### config.mk
export PLATFORM = sky130hd
export DESIGN_NAME = modexp_ctrl_flat
export DESIGN_NICKNAME = d
export VERILOG_FILES = /design/src/rtl/modexp_ctrl_if.sv /design/src/rtl/modexp_ctrl.sv /design/src/flat_wrapper.sv
export SDC_FILE = /design/constraint.sdc
export NUM_CORES = 1
export LEC_CHECK = 0
export CAP_MARGIN = 5
export CORE_MARGIN = 1.5
export CORE_UTILIZATION = 44
export DETAILED_ROUTE_END_ITERATION = 7
export PLACE_DENSITY_LB_ADDON = 0.1
export SLEW_MARGIN = 0
export SYNTH_ARGS = -nofsm -noshare
export SYNTH_HDL_FRONTEND = slang
export SYNTH_SLANG_ARGS = --single-unit
### constraint.sdc
create_clock -name clk -period 2.19 [get_ports clk]
set_input_delay 0.438 -clock clk [delete_from_list [all_inputs] [get_ports clk]]
set_output_delay 0.438 -clock clk [all_outputs]
set_load 0.02 [all_outputs]
### src/rtl/modexp_ctrl_if.sv
// Bundle of the host request/response signals and the shared modular-multiplier
// handshake used by modexp_ctrl. The slave view is the controller's.
interface modexp_ctrl_if #(
  parameter int WIDTH = 6,
  parameter int EXP_W = 6
);
  // Host side
  logic             start;
  logic [WIDTH-1:0] msg;
  logic [EXP_W-1:0] exp;
  logic [WIDTH-1:0] modulus;
  logic             busy;
  logic             done;
  logic             err;
  logic [WIDTH-1:0] result;

  // Multiplier side
  logic             mm_start;
  logic [WIDTH-1:0] mm_a;
  logic [WIDTH-1:0] mm_b;
  logic [WIDTH-1:0] mm_n;
  logic             mm_done;
  logic [WIDTH-1:0] mm_p;

  modport master (
    output start, msg, exp, modulus, mm_done, mm_p,
    input  busy, done, err, result, mm_start, mm_a, mm_b, mm_n
  );

  modport slave (
    input  start, msg, exp, modulus, mm_done, mm_p,
    output busy, done, err, result, mm_start, mm_a, mm_b, mm_n
  );
endinterface

### src/rtl/modexp_ctrl.sv
// Right-to-left square-and-multiply sequencer computing msg^exp mod modulus
// using one shared external modular multiplier through a start/done handshake.
module modexp_ctrl #(
  parameter int WIDTH = 6,
  parameter int EXP_W = 6
) (
  input  logic          clk,
  input  logic          rst,
  modexp_ctrl_if.slave  bus
);

  typedef enum logic [2:0] {
    S_IDLE, S_CHECK, S_MUL, S_WMUL, S_SQR, S_WSQR, S_FIN
  } state_t;

  state_t           r_state, w_next;
  logic [WIDTH-1:0] r_acc, r_base, r_result, r_mm_a, r_mm_b, r_mm_n;
  logic [EXP_W-1:0] r_e;
  logic             r_err, r_mm_start;
  logic             w_busy, w_done, w_bad_op, w_last_bit;

  assign w_bad_op   = (r_mm_n < WIDTH'(2)) || (r_base >= r_mm_n);
  // Only the current LSB remains: no further squaring is needed.
  assign w_last_bit = (r_e[EXP_W-1:1] == '0);

  always_ff @(posedge clk) begin
    if (rst) r_state <= S_IDLE;
    else     r_state <= w_next;
  end

  // NOTE: combinational block uses blocking assignments and assigns every
  // output a default first, so no path can infer a latch.
  always_comb begin
    w_next = r_state;
    w_busy = (r_state != S_IDLE);
    w_done = (r_state == S_FIN);
    unique case (r_state)
      S_IDLE:  if (bus.start) w_next = S_CHECK;
      S_CHECK: begin
        if (w_bad_op || (r_e == '0)) w_next = S_FIN;
        else if (r_e[0])              w_next = S_MUL;
        else                          w_next = S_SQR;
      end
      S_MUL:   w_next = S_WMUL;
      S_WMUL:  if (bus.mm_done) w_next = w_last_bit ? S_FIN : S_SQR;
      S_SQR:   w_next = w_last_bit ? S_FIN : S_WSQR;
      S_WSQR:  if (bus.mm_done) w_next = S_CHECK;
      S_FIN:   w_next = S_IDLE;
      default: w_next = S_IDLE;
    endcase
  end

  // mm_start is registered so it rises on the same edge that loads mm_a/mm_b.
  // NOTE: sequential state uses non-blocking assignments; every register,
  // including the datapath, is cleared by the synchronous reset.
  always_ff @(posedge clk) begin
    if (rst) begin
      r_acc      <= '0;
      r_base     <= '0;
      r_e        <= '0;
      r_result   <= '0;
      r_err      <= 1'b0;
      r_mm_a     <= '0;
      r_mm_b     <= '0;
      r_mm_n     <= '0;
      r_mm_start <= 1'b0;
    end else begin
      r_mm_start <= 1'b0;
      case (r_state)
        S_IDLE: if (bus.start) begin
          r_base <= bus.msg;
          r_e    <= bus.exp;
          r_mm_n <= bus.modulus;
          r_acc  <= WIDTH'(1);
          r_err  <= 1'b0;
        end
        S_CHECK: begin
          if (w_bad_op) begin
            r_err    <= 1'b1;
            r_result <= '0;
          end else if (r_e == '0) begin
            r_result <= r_acc;
          end
        end
        S_MUL: begin
          r_mm_a     <= r_acc;
          r_mm_b     <= r_base;
          r_mm_start <= 1'b1;
        end
        S_WMUL: if (bus.mm_done) begin
          r_acc <= bus.mm_p;
          if (w_last_bit) r_result <= bus.mm_p;
        end
        S_SQR: begin
          if (w_last_bit) begin
            r_result <= r_acc;
          end else begin
            r_mm_a     <= r_base;
            r_mm_b     <= r_base;
            r_mm_start <= 1'b1;
          end
        end
        S_WSQR: if (bus.mm_done) begin
          r_base <= bus.mm_p;
          r_e    <= r_e >> 1;
        end
        default: ;
      endcase
    end
  end

  assign bus.busy     = w_busy;
  assign bus.done     = w_done;
  assign bus.err      = r_err;
  assign bus.result   = r_result;
  assign bus.mm_start = r_mm_start;
  assign bus.mm_a     = r_mm_a;
  assign bus.mm_b     = r_mm_b;
  assign bus.mm_n     = r_mm_n;

endmodule

### src/flat_wrapper.sv
// flat-port wrapper written by rule: the top's interface ports become plain ports
module modexp_ctrl_flat 
#(
  parameter int WIDTH = 6,
  parameter int EXP_W = 6
)
  (clk, rst, bus_start, bus_msg, bus_exp, bus_modulus, bus_mm_done, bus_mm_p, bus_busy, bus_done, bus_err, bus_result, bus_mm_start, bus_mm_a, bus_mm_b, bus_mm_n);
  modexp_ctrl_if #(.WIDTH(WIDTH), .EXP_W(EXP_W)) bus_i ();
  input  logic clk;
  input  logic rst;
  input wire logic [$bits(bus_i.start)-1:0] bus_start;
  input wire logic [$bits(bus_i.msg)-1:0] bus_msg;
  input wire logic [$bits(bus_i.exp)-1:0] bus_exp;
  input wire logic [$bits(bus_i.modulus)-1:0] bus_modulus;
  input wire logic [$bits(bus_i.mm_done)-1:0] bus_mm_done;
  input wire logic [$bits(bus_i.mm_p)-1:0] bus_mm_p;
  output wire logic [$bits(bus_i.busy)-1:0] bus_busy;
  output wire logic [$bits(bus_i.done)-1:0] bus_done;
  output wire logic [$bits(bus_i.err)-1:0] bus_err;
  output wire logic [$bits(bus_i.result)-1:0] bus_result;
  output wire logic [$bits(bus_i.mm_start)-1:0] bus_mm_start;
  output wire logic [$bits(bus_i.mm_a)-1:0] bus_mm_a;
  output wire logic [$bits(bus_i.mm_b)-1:0] bus_mm_b;
  output wire logic [$bits(bus_i.mm_n)-1:0] bus_mm_n;
  assign bus_i.start = bus_start;
  assign bus_i.msg = bus_msg;
  assign bus_i.exp = bus_exp;
  assign bus_i.modulus = bus_modulus;
  assign bus_i.mm_done = bus_mm_done;
  assign bus_i.mm_p = bus_mm_p;
  assign bus_busy = bus_i.busy;
  assign bus_done = bus_i.done;
  assign bus_err = bus_i.err;
  assign bus_result = bus_i.result;
  assign bus_mm_start = bus_i.mm_start;
  assign bus_mm_a = bus_i.mm_a;
  assign bus_mm_b = bus_i.mm_b;
  assign bus_mm_n = bus_i.mm_n;
  modexp_ctrl #(.WIDTH(WIDTH), .EXP_W(EXP_W)) u_core (.clk(clk), .rst(rst), .bus(bus_i));
endmodule
* Word-level counts from Yosys, hierarchy flattened
Cells that the tools add are included.
Operators by class: mux-type cells 30, $lt $le $gt $ge 2, equality and inequality tests 14, reductions and logical operators 18
Operators with widths (count):
- $mux 6 | 11
- $pmux 6 s2 | 5
- $pmux 3 s6 | 1
- $pmux 6 s3 | 1
- $mux 3 | 5
- $reduce_and 3->1 | 4
- $eq 3x3->1 const B | 3
- $ne 2x2->1 const B | 4
- $reduce_bool 2->1 | 4
- $eq 3x2->1 const B | 2
- $ge 6x6->1 | 1
- $logic_not 6->1 | 1
- $lt 6x2->1 const B | 1
- $ne 2x1->1 const B | 3
- $reduce_bool 3->1 | 2
- $logic_not 5->1 | 1
- $reduce_and 5->1 | 1
- $mux 2 | 2
- $pmux 1 s2 | 2
- $reduce_and 2->1 | 2
- $eq 3x1->1 const B | 1
- $logic_not 3->1 | 1
- $mux 1 | 3
- $ne 3x1->1 const B | 1
- $logic_or 1x1->1 | 2
Storage, ports and cells: input port bits 28, flip-flop bits (word level) 47, output and inout bits 28

* Logic depth before layout (Yosys ltp)
Gate-level depths: netlist of run 1.
depth in word-level cells 5, depth in mapped cells 9, mapped depth without buffers 8

* Least setup slack after synthesis of run 1
Ideal clock, no wire load.
kind register to register, from register u_core.r_mm_n[3] (netlist: u_core.bus.mm_n[3]), to register u_core.r_result[0] (netlist: u_core.bus.result[0]), clock period less this slack 2.274 ns, setup slack -0.084 ns, required time 2.102 ns, library setup time 0.088 ns, arrival 2.186 ns, cell stages (with the launch flop) 10, cell sequence dfxtp_1 -> inv_1 -> ha_1 -> a21oi_1 -> o22ai_1 -> a211o_1 -> o211a_4 -> or2_2 -> buf_6 -> a311oi_2
Between the ends: word-level cells in the longest chain between the ends 4, elaborated cells between the ends (all ways) 7, those cells by class 2 x order compare; 1 x eq/ne; 2 x mux; 2 x reduce/logical
RTL lines:
- start: declaration | line modexp_ctrl.sv:17 | logic [WIDTH-1:0] r_acc, r_base, r_result, r_mm_a, r_mm_b, r_mm_n;
- start signal: assignment | line modexp_ctrl.sv:73 | r_mm_n <= bus.modulus;
- $lt 6x2->1 or $ge 6x6->1 (tied branches) | line modexp_ctrl.sv:22 | assign w_bad_op = (r_mm_n < WIDTH'(2)) || (r_base >= r_mm_n);
- $logic_or 1x1->1 (*) | line modexp_ctrl.sv:22
- $ne 3x1->1 (no source line) or $mux 6 (tied branches)
- $reduce_and 5->1 (no source line) or $pmux 6 s3 (tied branches)
- end signal: assignment | line modexp_ctrl.sv:82 | r_result <= r_acc;
- end signal: assignment | line modexp_ctrl.sv:92 | if (w_last_bit) r_result <= bus.mm_p;
- end signal: assignment | line modexp_ctrl.sv:96 | r_result <= r_acc;
- end: declaration | line modexp_ctrl.sv:17
Mark *: on every way between the ends. The rest lies on a longest branch, timed or not. A chain may end at the register's enable or synchronous reset.

* Worst setup path in the final report of run 1
from register u_core.r_e[1], to register u_core.r_result[2] (netlist: u_core.bus.result[2])
Between the ends: word-level cells in the longest chain between the ends 3, elaborated cells between the ends (all ways) 6, those cells by class 3 x eq/ne; 3 x reduce/logical
RTL lines:
- start: declaration | line modexp_ctrl.sv:18 | logic [EXP_W-1:0] r_e;
- start signal: assignment | line modexp_ctrl.sv:72 | r_e <= bus.exp;
- start signal: assignment | line modexp_ctrl.sv:105 | r_e <= r_e >> 1;
- $logic_not 6->1 or $logic_not 5->1 (tied branches) | line modexp_ctrl.sv:81, modexp_ctrl.sv:24
- $ne 3x1->1 (no source line) or $ne 2x1->1 (tied branches)
- $reduce_and 5->1 (no source line) (*)
Marked as above.

==> results of run 1 <==
==> cell type report <==
| cell class | count | share of cell area |
|---|---|---|
| multi-input cells | 194 | 0.404 |
| well taps | 70 | 0.0272 |
| clock buffers | 5 | 0.0214 |
| clock inverters | 3 | 0.0136 |
| inverters | 12 | 0.0140 |
| repair buffers | 79 | 0.225 |
| flip-flops and latches | 47 | 0.295 |
==> layout by cell type (no fill, tap or decap), drive strengths merged, types with 2 or more instances in the layout <==
cell type      count
a311oi             6
a22oi              6
o22ai              3
dfxtp             47
nand2b             2
clkdlybuf4s50     54
a211oi            17
inv               12
nand2             18
ha                 6
mux2i             23
nor3              11
and2               2
buf               25
nor2              51
clkbuf             5
nand3              5
clkinv             2
or4                3
or2                2
o21ai              3
nor4               3
a21oi             20
==> metal layers <==
metal | vias to the layer above | track usage | wire (µm)
li1 | 1100 | - | -
met1 | 1014 | 0.307 | 2800
met2 | 67 | 0.321 | 2610
met3 | 10 | 0.0529 | 327
met4 | 0 | 0.0694 | 93
met5 | - | 0 | 0
==> flip-flops by register name, summed over array words and instances (netlist names) <==
signal	flops
u_core.bus.mm_b	6
u_core.r_state	3
u_core.bus.err	1
u_core.bus.result	6
u_core.bus.mm_start	1
u_core.bus.mm_n	6
u_core.r_e	6
u_core.r_acc	6
u_core.bus.mm_a	6
u_core.r_base	6
==> critical path: stages, from the launching register on <==
cell                       delay (ns)
sky130_fd_sc_hd__dfxtp_1         0.33
sky130_fd_sc_hd__or4_4           0.58
sky130_fd_sc_hd__or4_4           0.52
sky130_fd_sc_hd__o21ai_2         0.08
sky130_fd_sc_hd__o211a_4         0.22
sky130_fd_sc_hd__or2_4           0.18
sky130_fd_sc_hd__a311oi_2        0.10
==> power by group through the flow <==
stage	clock network, W	logic [W]	registers [W]
detailed placement	0	0.00197	0.00128
CTS	0.000657	0.00200	0.00126
global placement	0	0.00195	0.00128
global route	0.000692	0.00226	0.00130
finish	0.000648	0.00207	0.00126
floorplan	0	0.00113	0.00140
==> logic make-up after synthesis <==
kind of cell,count (synthesis),share of synthesized area
simple gates,103,0.202
compound gates,62,0.204
flops,47,0.406
buf+inv,29,0.0561
mux,23,0.0992
fa+ha+maj,6,0.0324
==> worst max path at each step <==
| stage | startpoint | endpoint | slack, ns |
|---|---|---|---|
| floorplan | u_core.bus.mm_n[3] | u_core.bus.result[0] | 0.04 |
| global placement | bus_mm_done | u_core.bus.result[2] | -0.17 |
| detailed placement | bus_mm_done | u_core.bus.result[2] | -0.20 |
| CTS | u_core.r_state[2] | bus_busy | 0.02 |
| global route | u_core.r_base[0] | u_core.bus.result[2] | -0.01 |
| finish | u_core.r_e[1] | u_core.bus.result[2] | 0.05 |
==> timing repair <==
item / 4_1_cts / 5_1_grt
gates resized for setup: 3 / 10
setup buffers: 0 / 3
pin swaps: 0 / 6
cloned: 0 / 0
setup endpoints to repair: 13 / 8
==> stage by stage <==
step / area [µm²] / power, W
3_5_place_dp: 3030 / 0.00326
5_1_grt: 3220 / 0.00425
6_report: 3220 / 0.00398
3_3_place_gp: 3030 / 0.00322
2_1_floorplan: 2320 / 0.00254
4_1_cts: 3150 / 0.00392
==> summary.md, run 1 <==
| Metric | Value |
|---|---|
| Avg WL per Cell | `14.2 µm` |
| Cells after synthesis | `between 200 and 300` |
| Average footprint of a synthesized cell | `approximately 8.6 µm²` |
| Worst slack at placement | `-0.203 ns` |
| Distinct cell type count after synthesis | `43` |
| Peak supply drop | `495 µV` |
| Initial antenna violation count | `0` |
| Register-to-register setup slack | `about 0.050 ns` |
| Leakage Power | `roughly 1.2 nW` |
| Width of the die | `75.6 µm` |
| Internal power | `about 0.0024 W` |
| Clock skew after layout | `roughly 0.0076 ns` |
| Share of the core filled with cells | `0.631` |
| Cell with the most instances after synthesis | `sky130_fd_sc_hd__nor2_1` |
| Critical Setup Path Class | `reg2reg` |
| Wire length of the first global-routing pass | `between 9000 and 10000 µm` |
| Worst reg2reg path startpoint | `u_core.r_e[1]` |
| RePlAce Congestion | `0.919` |
| Commonest cells in the synthesized netlist | `sky130_fd_sc_hd__nor2_1 (51), sky130_fd_sc_hd__dfxtp_1 (47), sky130_fd_sc_hd__mux2i_1 (23)` |
| Number of levels the H-tree was split into | `2` |
| Number of diodes added for antenna fixing | `0` |
| Post-route non-filler standard cell count | `a little over 400` |
| #FFs+latches synth | `47` |
| Worst min-delay path class | `reg2reg` |
| Cell accounting for the most synthesized area | `sky130_fd_sc_hd__dfxtp_1` |
| Post-Route Hold Slack | `0.491 ns` |
| Number of DRC markers in iteration 0 | `170` |
| FF-to-FF End | `u_core.bus.result[2]` |
| Quantity of hold-fixing buffers added after cts | `0` |
| Total Die Area | `between 0.005 and 0.006 mm²` |
| Total power density per cell area | `between 1000 and 1500 mW/mm²` |
| Dominant register cell in the synthesized netlist | `sky130_fd_sc_hd__dfxtp_1` |
| Netlist area before placement | `0.00232 mm²` |
| Warnings, synthesis | `0` |
| Overall routing resource usage | `0.215` |
| Max Transition Viols Final | `0` |
| Max Clock Freq | `approximately 470 MHz` |
| Fillcell total | `between 400 and 500` |
| Clock Latency Late Sink | `approximately 0.30 ns` |
| Slew Limit Headroom | `0.597` |
| Sequential cell area in the final layout | `around 950 µm²` |
| Total number of vias | `approximately 2200` |
| Maximum buffer depth of the clock tree | `2` |
| Initial standard-cell utilization of the core | `0.454` |
| Switching Share | `0.396` |
| TritonCTS sink count | `47` |
| Share of post-route cells with drive strength above 1 | `0.188` |
| Area occupied by multi-input gates | `roughly 0.0013 mm²` |
| Post-synth EDFFs | `0` |
| Critical path peak fanout | `7` |
| Vias in the first global route | `around 1900` |
| # placed instances | `between 300 and 400` |
| Depth of the worst register-to-register path | `6` |
| Clock tree root driver cell | `sky130_fd_sc_hd__clkbuf_8` |
| Largest cells by area after synthesis | `sky130_fd_sc_hd__dfxtp_1 (41%), sky130_fd_sc_hd__mux2i_1 (9.9%), sky130_fd_sc_hd__nor2_1 (8.3%)` |
| Number of nets still failing antenna checks after routing | `0` |
| Post-layout nets | `~370` |
| Area overhead of the layout relative to synthesis | `38.9%` |
| Number of vias per cell after detailed routing | `roughly 5.3` |
| Estimated wirelength of the detail-placed design | `~4300 µm` |
| Hold Startpoint | `u_core.r_acc[1]` |
| Crit path DAT | `2.32 ns` |
| Die Y-Extent | `75.6 µm` |
| Power share of the clock group | `0.163` |
| CP Data Required Time | `~2.4 ns` |
| TritonRoute pass-1 iters | `4` |
| Hold-critical path endpoint | `u_core.r_acc[1]` |
| Site Rows | `26` |
| Switching pwr | `approximately 0.0016 W` |
| Pin slew with the least headroom to its limit | `between 0.6 and 0.7 ns` |
| Outcome | `completed` |
| Quantity of I/O buffers inserted on ports | `55` |
| Share of synthesized area occupied by flip-flops and latches | `0.406` |
| I/O pins | `56` |
| DRC errors left | `0` |
| Cell depth of the worst min-delay path | `2` |
| Crit. End Element | `flip-flop` |
| FFs w/ async S/R, synth | `0` |
| Clock slew seen by the registers of the worst setup and hold paths | `0.09 ns` |
| Placeable core area | `a little over 0.005 mm²` |
| Maximum number of pins on one net before global-route repair | `32` |
| Final critical-path required period | `2.14 ns` |
| Fraction of synthesized cell area taken by the top area cell type | `0.406` |
| Combinational share of power | `0.519` |
| Setup-violating endpoint count in the final report | `0` |
| Relative contribution of sequential cells to total power | `0.318` |
| Routed wire length | `approximately 5800 µm` |
| Number of violations of the max-capacitance limit | `0` |
| Final hold vios | `0` |
| Category of the worst setup path launch point | `flip-flop` |
| TritonCTS Buffers | `5` |
| Net count after synthesis | `just over 300` |
| Fraction of the cycle the final worst path needs | `0.977` |
| TritonCTS clock tree | `built` |
| Overall overflow remaining after global route | `0` |
| Slack of the critical path | `about 0.05 ns` |
| Final sum of negative setup slack | `0 ns` |
No activity file was read; power rests on OpenSTA's default activity.
==> inputs of run 2 (changes only) <==
- CORE_UTILIZATION: 44 -> 46
- CTS_BUF_LIST: default -> sky130_fd_sc_hd__clkbuf_8
==> summary.md, run 2 (synthesis results as in run 1) <==
| Metric | Value |
|---|---|
| Maximum number of pins on one net before global-route repair | `25 (-22%)` |
| Crit. End Element | `flip-flop` |
| Commonest cells after routing, fill and taps aside | `sky130_fd_sc_hd__clkdlybuf4s50_1 (53), sky130_fd_sc_hd__nor2_1 (50), sky130_fd_sc_hd__dfxtp_1 (40), sky130_fd_sc_hd__mux2i_1 (23), sky130_fd_sc_hd__buf_4 (22)` |
| Depth of the worst register-to-register path | `6 (unchanged)` |
| Dpl cell area | `0.00302 mm² (-0.37%)` |
| Final hold vios | `0 (unchanged)` |
| Max Transition Viols Final | `0 (unchanged)` |
| Worst reg2reg path startpoint | `u_core.r_e[3]` |
| Initial antenna violation count | `0 (unchanged)` |
| Total power density per cell area | `1210 mW/mm² (-2.3%)` |
| Routed wire length | `5660 µm (-3.0%)` |
| DRC errors left | `0 (unchanged)` |
| Unrepaired setup endpoints after global routing | `yes` |
| Overall routing resource usage | `0.216 (+0.000902)` |
| Clock tree root driver cell | `sky130_fd_sc_hd__clkbuf_8` |
| Pin slew with the least headroom to its limit | `0.593 ns (-0.0103 ns)` |
| Share of post-route cells with drive strength above 1 | `0.183 (-0.00480)` |
| Width of the die | `74.0 µm (-2.1%)` |
| Number of levels the H-tree was split into | `2 (unchanged)` |
| Critical Setup Path Class | `reg2reg` |
| Worst setup path startpoint | `u_core.r_e[3]` |
| Avg WL per Cell | `14.0 µm (-1.8%)` |
| Setup-violating endpoint count in the final report | `0 (unchanged)` |
| Worst min-delay path class | `reg2reg` |
| Critical path peak fanout | `7 (unchanged)` |
| Register-to-register setup slack | `0.06 ns (about the same)` |
| I/O pins | `56 (unchanged)` |
| Critical path's largest stage delay | `0.57 ns (about the same)` |
| Initial standard-cell utilization of the core | `0.485 (+0.0305)` |
| Number of violations of the max-capacitance limit | `0 (unchanged)` |
| Leakage Power | `1.21 nW (-0.91%)` |
| Max Clock Freq | `470 MHz (+0.55%)` |
| Crit path DAT | `2.30 ns (-0.02 ns)` |
| Leading cell type in the layout, fill and taps excluded | `sky130_fd_sc_hd__clkdlybuf4s50_1` |
| Cell chain of the critical path | `or4_4 -> or4_4 -> o21ai_2 -> o211a_4 -> or2_4 -> a311oi_2` |
| Die Y-Extent | `74.0 µm (-2.1%)` |
| Slew Limit Headroom | `0.604 (+0.00687)` |
| Number of diodes added for antenna fixing | `0 (unchanged)` |
| Vias in the first global route | `1885 (-0.68%)` |
| Maximum buffer depth of the clock tree | `2 (unchanged)` |
| Number of DRC markers in iteration 0 | `183 (+7.6%)` |
| Post-Route Hold Slack | `0.496 ns (+0.00492 ns)` |
| RePlAce Congestion | `0.923 (+0.45%)` |
| FF-to-FF End | `u_core.bus.result[1]` |
| Number of nets still failing antenna checks after routing | `0 (unchanged)` |
| Outcome | `completed` |
| Post-layout nets | `371 (-0.54%)` |
| Clock skew after layout | `0.00507 ns (-0.00251 ns)` |
| Overall overflow remaining after global route | `0 (unchanged)` |
| TritonRoute pass-1 iters | `4 (unchanged)` |
| Category of the worst setup path launch point | `flip-flop` |
| CP Data Required Time | `2.37 ns (about the same)` |
| Estimated wirelength of the detail-placed design | `4190 µm (-2.3%)` |
| Total number of vias | `2133 (-2.6%)` |
| End of the critical path | `u_core.bus.result[1]` |
| Total Die Area | `0.00548 mm² (-4.2%)` |
| Top cell by count, worst path | `sky130_fd_sc_hd__or4_4` |
| Area overhead of the layout relative to synthesis | `37.5%` |
| Peak supply drop | `520 µV (+5.1%)` |
| Fraction of the cycle the final worst path needs | `0.972 (-0.00533)` |
| Site Rows | `25 (-3.8%)` |
| TritonCTS clock tree | `built` |
| Clock slew seen by the registers of the worst setup and hold paths | `0.09 ns (about the same)` |
| Number of vias per cell after detailed routing | `5.27 (-1.4%)` |
| TritonCTS sink count | `47 (unchanged)` |
| Wire length of the first global-routing pass | `9160 µm (-0.29%)` |
| Final critical-path required period | `2.13 ns (-0.0117 ns)` |
| Placeable core area | `0.00479 mm² (-6.3%)` |
| Area of all placed cells without fillers | `0.00319 mm² (-1.0%)` |
| Final sum of negative setup slack | `0 ns (unchanged)` |
| Total Power Consumption | `0.00385 W (-3.3%)` |
| Clock Latency Late Sink | `0.30 ns (about the same)` |
| Quantity of I/O buffers inserted on ports | `55 (unchanged)` |
| Max stage delay cell, worst path | `sky130_fd_sc_hd__or4_4` |
| TritonCTS Buffers | `5 (unchanged)` |
| Share of the core filled with cells | `0.666 (+0.0356)` |
## run 2: where the power goes
part | switching [W] | leakage, nW | internal [W]
registers | 0.000169 | 0.387 | 0.00109
clock network | 0.000301 | 0.0474 | 0.000258
logic | 0.00108 | 0.779 | 0.000951
total | 0.00155 | 1.21 | 0.00230
## run 2: critical path, delay by kind of cell (launching register included)
family / cells / cell delay, ns
flops: 1 / 0.34
compound gates: 3 / 0.40
simple gates: 3 / 1.26
## run 2: layout make-up
class	count	area, µm²
fillers	416	1600
clock inverters	2	16.3
inverters	12	45.0
multi-input cells	194	1300
clock buffers	6	82.6
flip-flops and latches	47	950
well taps	67	83.8
repair buffers	77	713
## run 2: how the worst min path moves through the flow
stage                     cells past startpoint                 end  slack, ns          startpoint
after CTS                                     2     u_core.r_acc[5]       0.50     u_core.r_acc[5]
after floorplan                               2     u_core.r_acc[1]       0.46     u_core.r_acc[1]
after global routing                          2     u_core.r_acc[5]       0.52     u_core.r_acc[5]
after detailed placement                      2  u_core.bus.mm_b[4]       0.48  u_core.bus.mm_b[4]
after global placement                        2     u_core.r_acc[5]       0.47     u_core.r_acc[5]
final                                         2  u_core.bus.mm_b[4]       0.50  u_core.bus.mm_b[4]
## run 2: through the flow
step	setup WS [ns]	cells
finish	0.0616	405
global route	-0.0317	405
CTS	0.00199	403
detailed placement	-0.193	395
global placement	-0.168	395
floorplan	0.0391	270
## run 2: what timing repair did
| item | CTS | global route |
|---|---|---|
| hold endpoints to repair | 0 | 0 |
| setup endpoints to repair | 7 | 20 |
| pin swaps | 0 | 11 |
| buffers inserted | 0 | 2 |
| gates resized for setup | 2 | 12 |
| hold buffers | 0 | 0 |
## run 2: metal layers
metal | GRT usage | wire length [µm]
met5 | 0 | 0
met3 | 0.0515 | 329
met1 | 0.314 | 2720
met2 | 0.317 | 2530
met4 | 0.0679 | 81
==> inputs of run 3 (changes only) <==
- CELL_PAD_IN_SITES_DETAIL_PLACEMENT: default -> 1
- CELL_PAD_IN_SITES_GLOBAL_PLACEMENT: default -> 2
- CORE_UTILIZATION: 46 -> 27
- GPL_TIMING_DRIVEN: default -> 0
==> summary.md, run 3 (synthesis results as in run 1) <==
| Metric | Value |
|---|---|
| Peak supply drop | `476 µV (-8.5%)` |
| Max Transition Viols Final | `0 (unchanged)` |
| Clock Latency Late Sink | `0.30 ns (about the same)` |
| Max stage delay cell, worst path | `sky130_fd_sc_hd__clkdlybuf4s50_1` |
| Depth of the worst register-to-register path | `7 (+1)` |
| Overall routing resource usage | `0.168 (-0.0487)` |
| Unrepaired setup endpoints after global routing | `no` |
| Initial antenna violation count | `0 (unchanged)` |
| Area overhead of the layout relative to synthesis | `38.7%` |
| Width of the die | `95.7 µm (+29%)` |
| Quantity of I/O buffers inserted on ports | `55 (unchanged)` |
| Total power density per cell area | `1220 mW/mm² (+0.77%)` |
| Maximum number of pins on one net before global-route repair | `16 (-36%)` |
| Clock skew after layout | `0.0129 ns (+0.00787 ns)` |
| Critical Setup Path Class | `reg2out` |
| Area occupied by multi-input gates | `0.00131 mm² (+1.2%)` |
| Cell depth of the worst min-delay path | `2 (unchanged)` |
| RePlAce Congestion | `0.754 (-18%)` |
| Initial standard-cell utilization of the core | `0.281 (-0.204)` |
| Fraction of the cycle the final worst path needs | `0.964 (-0.00738)` |
| Fillcell total | `982 (+140%)` |
| Post-layout nets | `369 (-0.54%)` |
| Avg WL per Cell | `16.1 µm (+16%)` |
| Outcome | `completed` |
| Final hold vios | `0 (unchanged)` |
| Placeable core area | `0.00826 mm² (+73%)` |
| Worst reg2reg path startpoint | `u_core.r_e[4]` |
| Hold Startpoint | `u_core.bus.mm_a[4]` |
| Crit. End Element | `primary output` |
| Share of post-route cells with drive strength above 1 | `0.161 (-0.0227)` |
| TritonCTS sink count | `47 (unchanged)` |
| Crit path DAT | `1.67 ns (-0.63 ns)` |
| Leading cell type in the layout, fill and taps excluded | `sky130_fd_sc_hd__clkdlybuf4s50_1` |
| Category of the worst setup path launch point | `flip-flop` |
| Number of DRC markers in iteration 0 | `54 (-70%)` |
| Delay-heaviest family, CP | `buffers and inverters` |
| TritonRoute pass-1 iters | `4 (unchanged)` |
| Slew Limit Headroom | `0.564 (-0.0400)` |
| # placed instances | `430 (+8.9%)` |
| Commonest cells after routing, fill and taps aside | `sky130_fd_sc_hd__clkdlybuf4s50_1 (53), sky130_fd_sc_hd__nor2_1 (50), sky130_fd_sc_hd__dfxtp_1 (40), sky130_fd_sc_hd__mux2i_1 (23)` |
| Max Clock Freq | `473 MHz (+0.77%)` |
| Number of vias per cell after detailed routing | `4.87 (-7.5%)` |
| Setup-violating endpoint count in the final report | `0 (unchanged)` |
| Total Die Area | `0.00916 mm² (+67%)` |
| Die Y-Extent | `95.7 µm (+29%)` |
| Overall overflow remaining after global route | `0 (unchanged)` |
| Sequential cell area in the final layout | `950 µm² (unchanged)` |
| TritonCTS Buffers | `5 (unchanged)` |
| Number of violations of the max-capacitance limit | `0 (unchanged)` |
| Total number of vias | `2149 (+0.75%)` |
| Routed wire length | `7120 µm (+26%)` |
| DRC errors left | `0 (unchanged)` |
| Leakage Power | `1.19 nW (-2.2%)` |
| Share of the core filled with cells | `0.390 (-0.277)` |
| Total Power Consumption | `0.00391 W (+1.6%)` |
| Register-to-register setup slack | `0.10 ns (+0.04 ns)` |
| FF-to-FF End | `u_core.bus.result[2]` |
| I/O pins | `56 (unchanged)` |
| Pin slew with the least headroom to its limit | `0.654 ns (+0.0613 ns)` |
| Clock tree root driver cell | `sky130_fd_sc_hd__clkbuf_8` |
| CP Data Required Time | `1.75 ns (-0.62 ns)` |
| Number of diodes added for antenna fixing | `0 (unchanged)` |
| Total buffers and inverters traversed by the critical path | `2 (+2)` |
| Number of nets still failing antenna checks after routing | `0 (unchanged)` |
| Estimated wirelength of the detail-placed design | `5540 µm (+32%)` |
| Wire length of the first global-routing pass | `11600 µm (+26%)` |
| Final critical-path required period | `2.11 ns (-0.0162 ns)` |
| Maximum buffer depth of the clock tree | `2 (unchanged)` |
| Worst min-delay path class | `reg2reg` |
| TritonCTS clock tree | `built` |
| Cell chain of the critical path | `buf_4 -> and3_1 -> clkdlybuf4s50_1` |
| Clock slew seen by the registers of the worst setup and hold paths | `0.09 ns (about the same)` |
| Hold-critical path endpoint | `u_core.bus.mm_a[4]` |
| Vias in the first global route | `2211 (+17%)` |
| Post-route non-filler standard cell count | `441 (+8.9%)` |
| Number of levels the H-tree was split into | `2 (unchanged)` |
| Site Rows | `33 (+32%)` |
| Critical path peak fanout | `10 (+3)` |
| Critical path's largest stage delay | `0.60 ns (+0.03 ns)` |
==> run 3: final cells by class <==
type                    count  share of cell area
multi-input cells         194               0.408
flip-flops and latches     47               0.295
repair buffers             58               0.182
well taps                 105              0.0408
plain buffers              17              0.0284
clock buffers               6              0.0257
inverters                  12              0.0140
clock inverters             2             0.00506
==> run 3: repair_timing <==
| action | 4_1_cts | 5_1_grt |
|---|---|---|
| setup endpoints to repair | 19 | 23 |
| hold buffers | 0 | 0 |
| gates resized for setup | 11 | 13 |
| setup buffers | 3 | 0 |
| pin swaps | 3 | 2 |
| endpoints found under the hold margin | 0 | 0 |
==> run 3: worst min-delay path: cells and delay by family, from the launching register on <==
family / cells / cell delay (ns)
simple gates: 1 / 0.09
flops: 1 / 0.32
compound gates: 1 / 0.05
==> run 3: power breakdown <==
group | internal [W] | switching, W
registers | 0.00109 | 0.000188
logic | 0.000938 | 0.00112
clock network | 0.000258 | 0.000316
==> run 3: worst max-delay path by stage <==
stage,startpoint,end,slack [ns],depth (start not counted)
floorplan,u_core.bus.mm_n[3],u_core.bus.result[0],0.04,9
detailed placement,bus_mm_done,u_core.bus.result[0],-0.39,8
global placement,bus_mm_done,u_core.bus.result[5],-0.40,8
CTS,u_core.r_base[0],u_core.bus.result[0],0.009,9
finish,u_core.r_state[1],bus_done,0.08,3
global route,u_core.r_state[1],bus_done,0.005,3
==> run 3: per-layer routing <==
layer,track usage,up-vias,part of all wire
met2,0.271,32,0.45
met3,0.0221,4,0.025
met1,0.232,1023,0.51
li1,-,1090,-
met4,0.0478,0,0.0091
met5,0,-,0
==> run 3: through the flow <==
stage               setup TNS, ns  cell area (µm²)  hold WS (ns)  setup WS, ns
floorplan                       0             2320         0.457        0.0391
global placement            -6.06             3010         0.480        -0.405
detailed placement          -6.00             3010         0.487        -0.394
CTS                             0             3170         0.509       0.00891
global route                    0             3220         0.542       0.00452
finish                          0             3220         0.507        0.0778
